--- src/rtl/slow_ch_rx.sv ---
// slow_ch_rx
// Receive side of the 16-bit slow channel. Halfword beats arrive on the
// p_channel srdy/drdy handshake. Four beats are packed into one 64-bit word.
// Completed or flushed words are queued in a show-ahead FIFO. The consumer
// pops them with o_valid/i_rd.
// Ports:
//   clk, rst               clock, asynchronous active-high reset
//   p_channel_srdy/drdy    beat handshake (transfer = srdy & drdy)
//   p_channel_disconnect   beat closes the transfer (flushes a partial word)
//   p_channel_data_valid   beat carries a real halfword
//   p_channel_data         halfword; first beat of a word lands in bits [15:0]
//   o_data/o_last/o_nhw    head-of-FIFO entry (data, closes transfer, halfword count)
//   o_valid, i_rd          FIFO non-empty, pop request
//   o_count                FIFO occupancy 0..DEPTH
module slow_ch_rx #(
  parameter int DEPTH = 4,
  localparam int AW = $clog2(DEPTH)
) (
  input  logic          clk,
  input  logic          rst,
  input  logic          p_channel_srdy,
  output logic          p_channel_drdy,
  input  logic          p_channel_disconnect,
  input  logic          p_channel_data_valid,
  input  logic [15:0]   p_channel_data,
  output logic [63:0]   o_data,
  output logic          o_last,
  output logic [2:0]    o_nhw,
  output logic          o_valid,
  input  logic          i_rd,
  output logic [AW:0]   o_count
);

  localparam logic [AW:0] FULL_CNT = (AW+1)'(DEPTH);

  logic [1:0]    ptr_r;
  logic [47:0]   asm_r;         // lanes 0..2; lane 3 is completed straight from the input
  logic [67:0]   mem_r [DEPTH];
  logic [AW-1:0] wr_ptr_r;
  logic [AW-1:0] rd_ptr_r;
  logic [AW:0]   count_r;
  logic          drdy_r;
  logic          valid_r;

  logic          acc_s;
  logic          pop_s;
  logic          push_s;
  logic          push_last_s;
  logic [2:0]    push_nhw_s;
  logic [15:0]   lane_s;
  logic [63:0]   merged_s;
  logic [AW:0]   count_next_s;
  logic [67:0]   head_s;

  assign acc_s = p_channel_srdy & drdy_r;
  assign pop_s = valid_r & i_rd;

  // Merge the incoming halfword into the assembly word at the current lane.
  // Lanes at and above ptr are always zero in asm_r, so a data_valid=0 beat
  // writes zero and lanes >= nhw of a flushed word come out zeroed for free.
  always_comb begin
    lane_s   = p_channel_data_valid ? p_channel_data : 16'd0;
    merged_s = {16'd0, asm_r};
    case (ptr_r)
      2'd0:    merged_s[15:0]  = lane_s;
      2'd1:    merged_s[31:16] = lane_s;
      2'd2:    merged_s[47:32] = lane_s;
      2'd3:    merged_s[63:48] = lane_s;
      default: merged_s = {16'd0, asm_r};
    endcase
  end

  // Decide whether the accepted beat pushes a word and with which tag.
  // A disconnect that does not complete a word is a flush; this also covers
  // ptr==3 with data_valid=0, which flushes the three halfwords held.
  always_comb begin
    push_s      = 1'b0;
    push_last_s = 1'b0;
    push_nhw_s  = 3'd0;
    if (acc_s) begin
      if (p_channel_data_valid && (ptr_r == 2'd3)) begin
        push_s      = 1'b1;
        push_last_s = p_channel_disconnect;
        push_nhw_s  = 3'd4;
      end else if (p_channel_disconnect) begin
        push_s      = 1'b1;
        push_last_s = 1'b1;
        push_nhw_s  = {1'b0, ptr_r} + {2'b00, p_channel_data_valid};
      end else begin
        push_s      = 1'b0;
      end
    end else begin
      push_s = 1'b0;
    end
  end

  // Next occupancy: +1 on push only, -1 on pop only.
  always_comb begin
    case ({push_s, pop_s})
      2'b10:   count_next_s = count_r + (AW+1)'(1);
      2'b01:   count_next_s = count_r - (AW+1)'(1);
      default: count_next_s = count_r;
    endcase
  end

  // Beat assembly: lane pointer and partial word.
  always_ff @(posedge clk or posedge rst) begin
    if (rst) begin
      ptr_r <= 2'd0;
      asm_r <= 48'd0;
    end else if (acc_s) begin
      if (push_s) begin
        ptr_r <= 2'd0;
        asm_r <= 48'd0;
      end else begin
        ptr_r <= ptr_r + {1'b0, p_channel_data_valid};
        asm_r <= merged_s[47:0];
      end
    end
  end

  // FIFO storage, pointers, occupancy and the registered status flags.
  // drdy/valid are computed from the next count so they depend only on
  // registered state; a pop while full therefore raises drdy one cycle later.
  always_ff @(posedge clk or posedge rst) begin
    if (rst) begin
      for (int i = 0; i < DEPTH; i++) begin
        mem_r[i] <= 68'd0;
      end
      wr_ptr_r <= '0;
      rd_ptr_r <= '0;
      count_r  <= '0;
      drdy_r   <= 1'b1;
      valid_r  <= 1'b0;
    end else begin
      if (push_s) begin
        mem_r[wr_ptr_r] <= {push_nhw_s, push_last_s, merged_s};
        wr_ptr_r        <= wr_ptr_r + AW'(1);
      end
      if (pop_s) begin
        rd_ptr_r <= rd_ptr_r + AW'(1);
      end
      count_r <= count_next_s;
      drdy_r  <= (count_next_s != FULL_CNT);
      valid_r <= (count_next_s != '0);
    end
  end

  assign head_s         = mem_r[rd_ptr_r];
  assign o_data         = head_s[63:0];
  assign o_last         = head_s[64];
  assign o_nhw          = head_s[67:65];
  assign o_valid        = valid_r;
  assign o_count        = count_r;
  assign p_channel_drdy = drdy_r;

endmodule
--- config.mk ---
export PLATFORM = sky130hd
export DESIGN_NAME = slow_ch_rx
export DESIGN_NICKNAME = d
export VERILOG_FILES = /design/src/rtl/slow_ch_rx.sv
export SDC_FILE = /design/constraint.sdc
export NUM_CORES = 1
export LEC_CHECK = 0
export BUFFER_PORTS_ARGS = -buffer_cell sky130_fd_sc_hd__clkbuf_2
export CAP_MARGIN = 40
export CORE_MARGIN = 2
export CORE_UTILIZATION = 25
export CTS_BUF_LIST = sky130_fd_sc_hd__clkbuf_4 sky130_fd_sc_hd__clkbuf_8
export CTS_CLUSTER_SIZE = 24
export DETAILED_ROUTE_END_ITERATION = 16
export PLACE_DENSITY = 0.37
export SLEW_MARGIN = 25
export SYNTH_ARGS = -nofsm -noshare
export SYNTH_HDL_FRONTEND = slang
export SYNTH_SLANG_ARGS = --single-unit
--- constraint.sdc ---
create_clock -name clk -period 13.4 [get_ports clk]
set_input_delay 0.67 -clock clk [delete_from_list [all_inputs] [get_ports clk]]
set_output_delay 0.67 -clock clk [all_outputs]
set_load 0.05 [all_outputs]
==> results by group <==
Status
  • Status: complete, no violations

Timing
  • Final hold violations: 0
  • Max_slew headroom: 0.379
  • Final worst-path cycle share: 0.290
  • RSZ-0062 raised after global routing: no
  • Max Fclk: 0.257 GHz
  • Worst-Margin Slew: 0.932 ns
  • Setup-failing EPs final: 0
  • Slew Limit Fails: 0
  • Post-layout minimum cycle time: 3.89 ns
  • TNS Setup: 0 ns
  • Max Clock Skew: 0.0301 ns

Route
  • Via Count: 9036
  • Vias per cell: 4.65
  • Total Wirelength: 42800 um
  • Detailed Routing Iterations Pass 1: 4
  • Routed len/inst: 22.0 um
  • Antenna viol nets, final: 0
  • DRC Markers: 0
  • Drt first-iter violations: 456

Power and ir drop
  • Max VDD drop: 0.000101 V
  • PnR Total Power: 4.32 mW
  • Power density cells: 242 nW/um^2
  • Leak: 8.68 nW

Critical path
  • Worst Path Buf+Inv: 2
  • WP data arrival: 3.22 ns
  • Slowest CP cell: dfrtp_4
  • CP Class: flip-flop to output port
  • Crit start category: flip-flop
  • Crit Path Max Fanout: 37
  • Critical Path, Cell by Cell: buf_4 > mux4_2 > clkbuf_2
  • Worst Path Required: 12.73 ns
  • Crit path largest cell delay: 0.88 ns
  • Crit end category: output port
  • CP delay by family, top: buffers and inverters

Floorplanning
  • Io pins: 95
  • Starting density of the core: 0.253
  • Die span in y: 251 um
  • Core area: 60400 sq um
  • Die W: 251 um
  • Area of the die: 63000 sq um
  • # rows: 90

Global route
  • Vias in the first global route: 9904
  • Largest net degree at the start of global routing: 159
  • Global route overflow: 0
  • First-pass GRT wire length: 65800 um
  • Initial antenna violation count: 6
  • GRT Total Usage: 0.140

Synthesis
  • Ys Warns: 0
  • Synth Register Bits: 331
  • Gate Count Post-Synth: 1018
  • Sequential-to-total area share from yosys stat: 0.543
  • Synth Area per Inst: 15.0 sq um
  • Synthesized Nets: 1048
  • Post-synthesis cell area: 15300 sq um
  • Yosys cell types: 36

Clock network
  • Post_cts resized: 0
  • Worst-Skew Late Latency: 0.63 ns
  • CTS tree: built
  • CTS clk-pin slew, worst paths: 0.05 ns
  • TritonCTS Buffers: 67
  • Clk sinks: 331
  • CTS Root Cell: clkbuf_8
  • Clock Tree Buf Depth: 3
  • Htree depth: 3

Run
  • Max-Cap Viols: 0

Finish
  • Layout cell share with drive strength beyond 1: 0.468
  • Filler Cell Count: 6115
  • Post-layout nets: 1157
  • Synthesis-to-layout area growth: 16.9%

Placement
  • DP HPWL: 26200 um
  • Port-buffer cells: 94
  • GPL Wtd Cong: 0.709

Min path
  • Min-delay worst type: flip-flop to flip-flop
==> metrics by stage <==
stage | hold slack, ns | utilization | std cells | setup WS, ns | cell area, sq um
global placement | 0.462 | 0.273 | 1832 | 9.45 | 16500
floorplan | 0.452 | - | 1018 | 3.56 | 15300
global route | 0.489 | 0.295 | 1943 | 9.28 | 17800
finish | 0.477 | 0.295 | 1944 | 9.51 | 17800
detailed placement | 0.469 | 0.274 | 1836 | 9.41 | 16500
CTS | 0.210 | 0.294 | 1937 | 9.33 | 17800
==> area by class of cell <==
type | count | area [sq um] | share of cell area
Tap cell | 782 | 978 | 0.0549
Antenna cell | 3 | 7.51 | 0.000421
Clock buffer | 98 | 1220 | 0.0683
Sequential cell | 331 | 8290 | 0.465
Timing Repair Buffer | 120 | 713 | 0.0400
Clock inverter | 3 | 17.5 | 0.000982
Inverter | 8 | 37.5 | 0.00210
Multi-Input combinational cell | 599 | 6570 | 0.368
==> final timing paths <==
check                      slack (ns)         end      startpoint  cells after the start
min reg2reg                      0.48  mem_r[146]      mem_r[146]                      1
max reg2reg                      9.67     o_valid  p_channel_drdy                     10
min                              0.48  mem_r[146]      mem_r[146]                      1
min in group asynchronous        0.54   mem_r[14]             rst                      3
max                              9.51  o_data[58]     rd_ptr_r[0]                      3
max in group asynchronous       11.23  mem_r[181]             rst                      5
==> synthesized netlist by cell type, drive strengths merged <==
cell / instances / area share
nand3: 1 / 0.00033
dfrtp: 330 / 0.54
or2: 2 / 0.00082
o21ai: 41 / 0.013
xnor2: 4 / 0.0023
nor2: 18 / 0.0046
a31oi: 1 / 0.0014
o21a: 1 / 0.00049
nor2b: 2 / 0.00082
dfstp: 1 / 0.0017
mux4: 68 / 0.10
a41o: 48 / 0.031
mux2: 302 / 0.23
inv: 8 / 0.0020
ha: 7 / 0.0057
buf: 52 / 0.020
or3b: 1 / 0.00057
a21o: 1 / 0.00049
fa: 1 / 0.0013
o21bai: 1 / 0.00049
nor3b: 5 / 0.0038
xor2: 1 / 0.00057
and3: 3 / 0.0012
nand2: 25 / 0.0061
clkbuf: 28 / 0.0069
nor3: 1 / 0.00033
and2: 65 / 0.027
==> layout by cell type, fill, tap and decap left out, drive strengths merged, types with 8 or more instances in the layout <==
cell,instances
inv,8
nand2,25
a41o,48
clkbuf,192
mux4,68
and2,65
mux2,302
dfrtp,330
o21ai,41
nor2,18
buf,25
==> sequential cells by signal, summed over array words and instances, names as in the netlist <==
| signal | count |
|---|---|
| ptr_r | 2 |
| rd_ptr_r | 2 |
| wr_ptr_r | 2 |
| asm_r | 48 |
| p_channel_drdy | 1 |
| mem_r | 272 |
| o_count | 3 |
| o_valid | 1 |
==> routing by layer <==
metal	track usage	vias up	part of all wire
met5	0	-	0.0014
met2	0.218	156	0.47
met1	0.187	4819	0.46
met4	0.0480	10	0.020
li1	-	3982	-
met3	0.0376	69	0.049
==> where the power goes <==
part           internal [mW]  switching [mW]  leakage (nW)  total (mW)
registers               1.34           0.230          4.46        1.57
clock network          0.570           0.434         0.658        1.00
logic                  0.703            1.04          3.56        1.74
total                   2.62            1.70          8.68        4.32
==> what timing repair did <==
| action | in CTS | in global routing |
|---|---|---|
| hold buffers | 0 | 1 |
| hold endpoints to repair | 0 | 18 |
| setup buffers | 0 | 0 |
==> logic make-up after synthesis <==
group / share of synthesized area
multiplexers: 0.326
flip-flops: 0.543
AND/OR/NAND/NOR: 0.0453
AO/OA/AOI/OAI: 0.0478
buffers and inverters: 0.0286
adder cells (fa/ha/maj): 0.00705
XOR/XNOR: 0.00287
(Power assumes the default switching activity.)
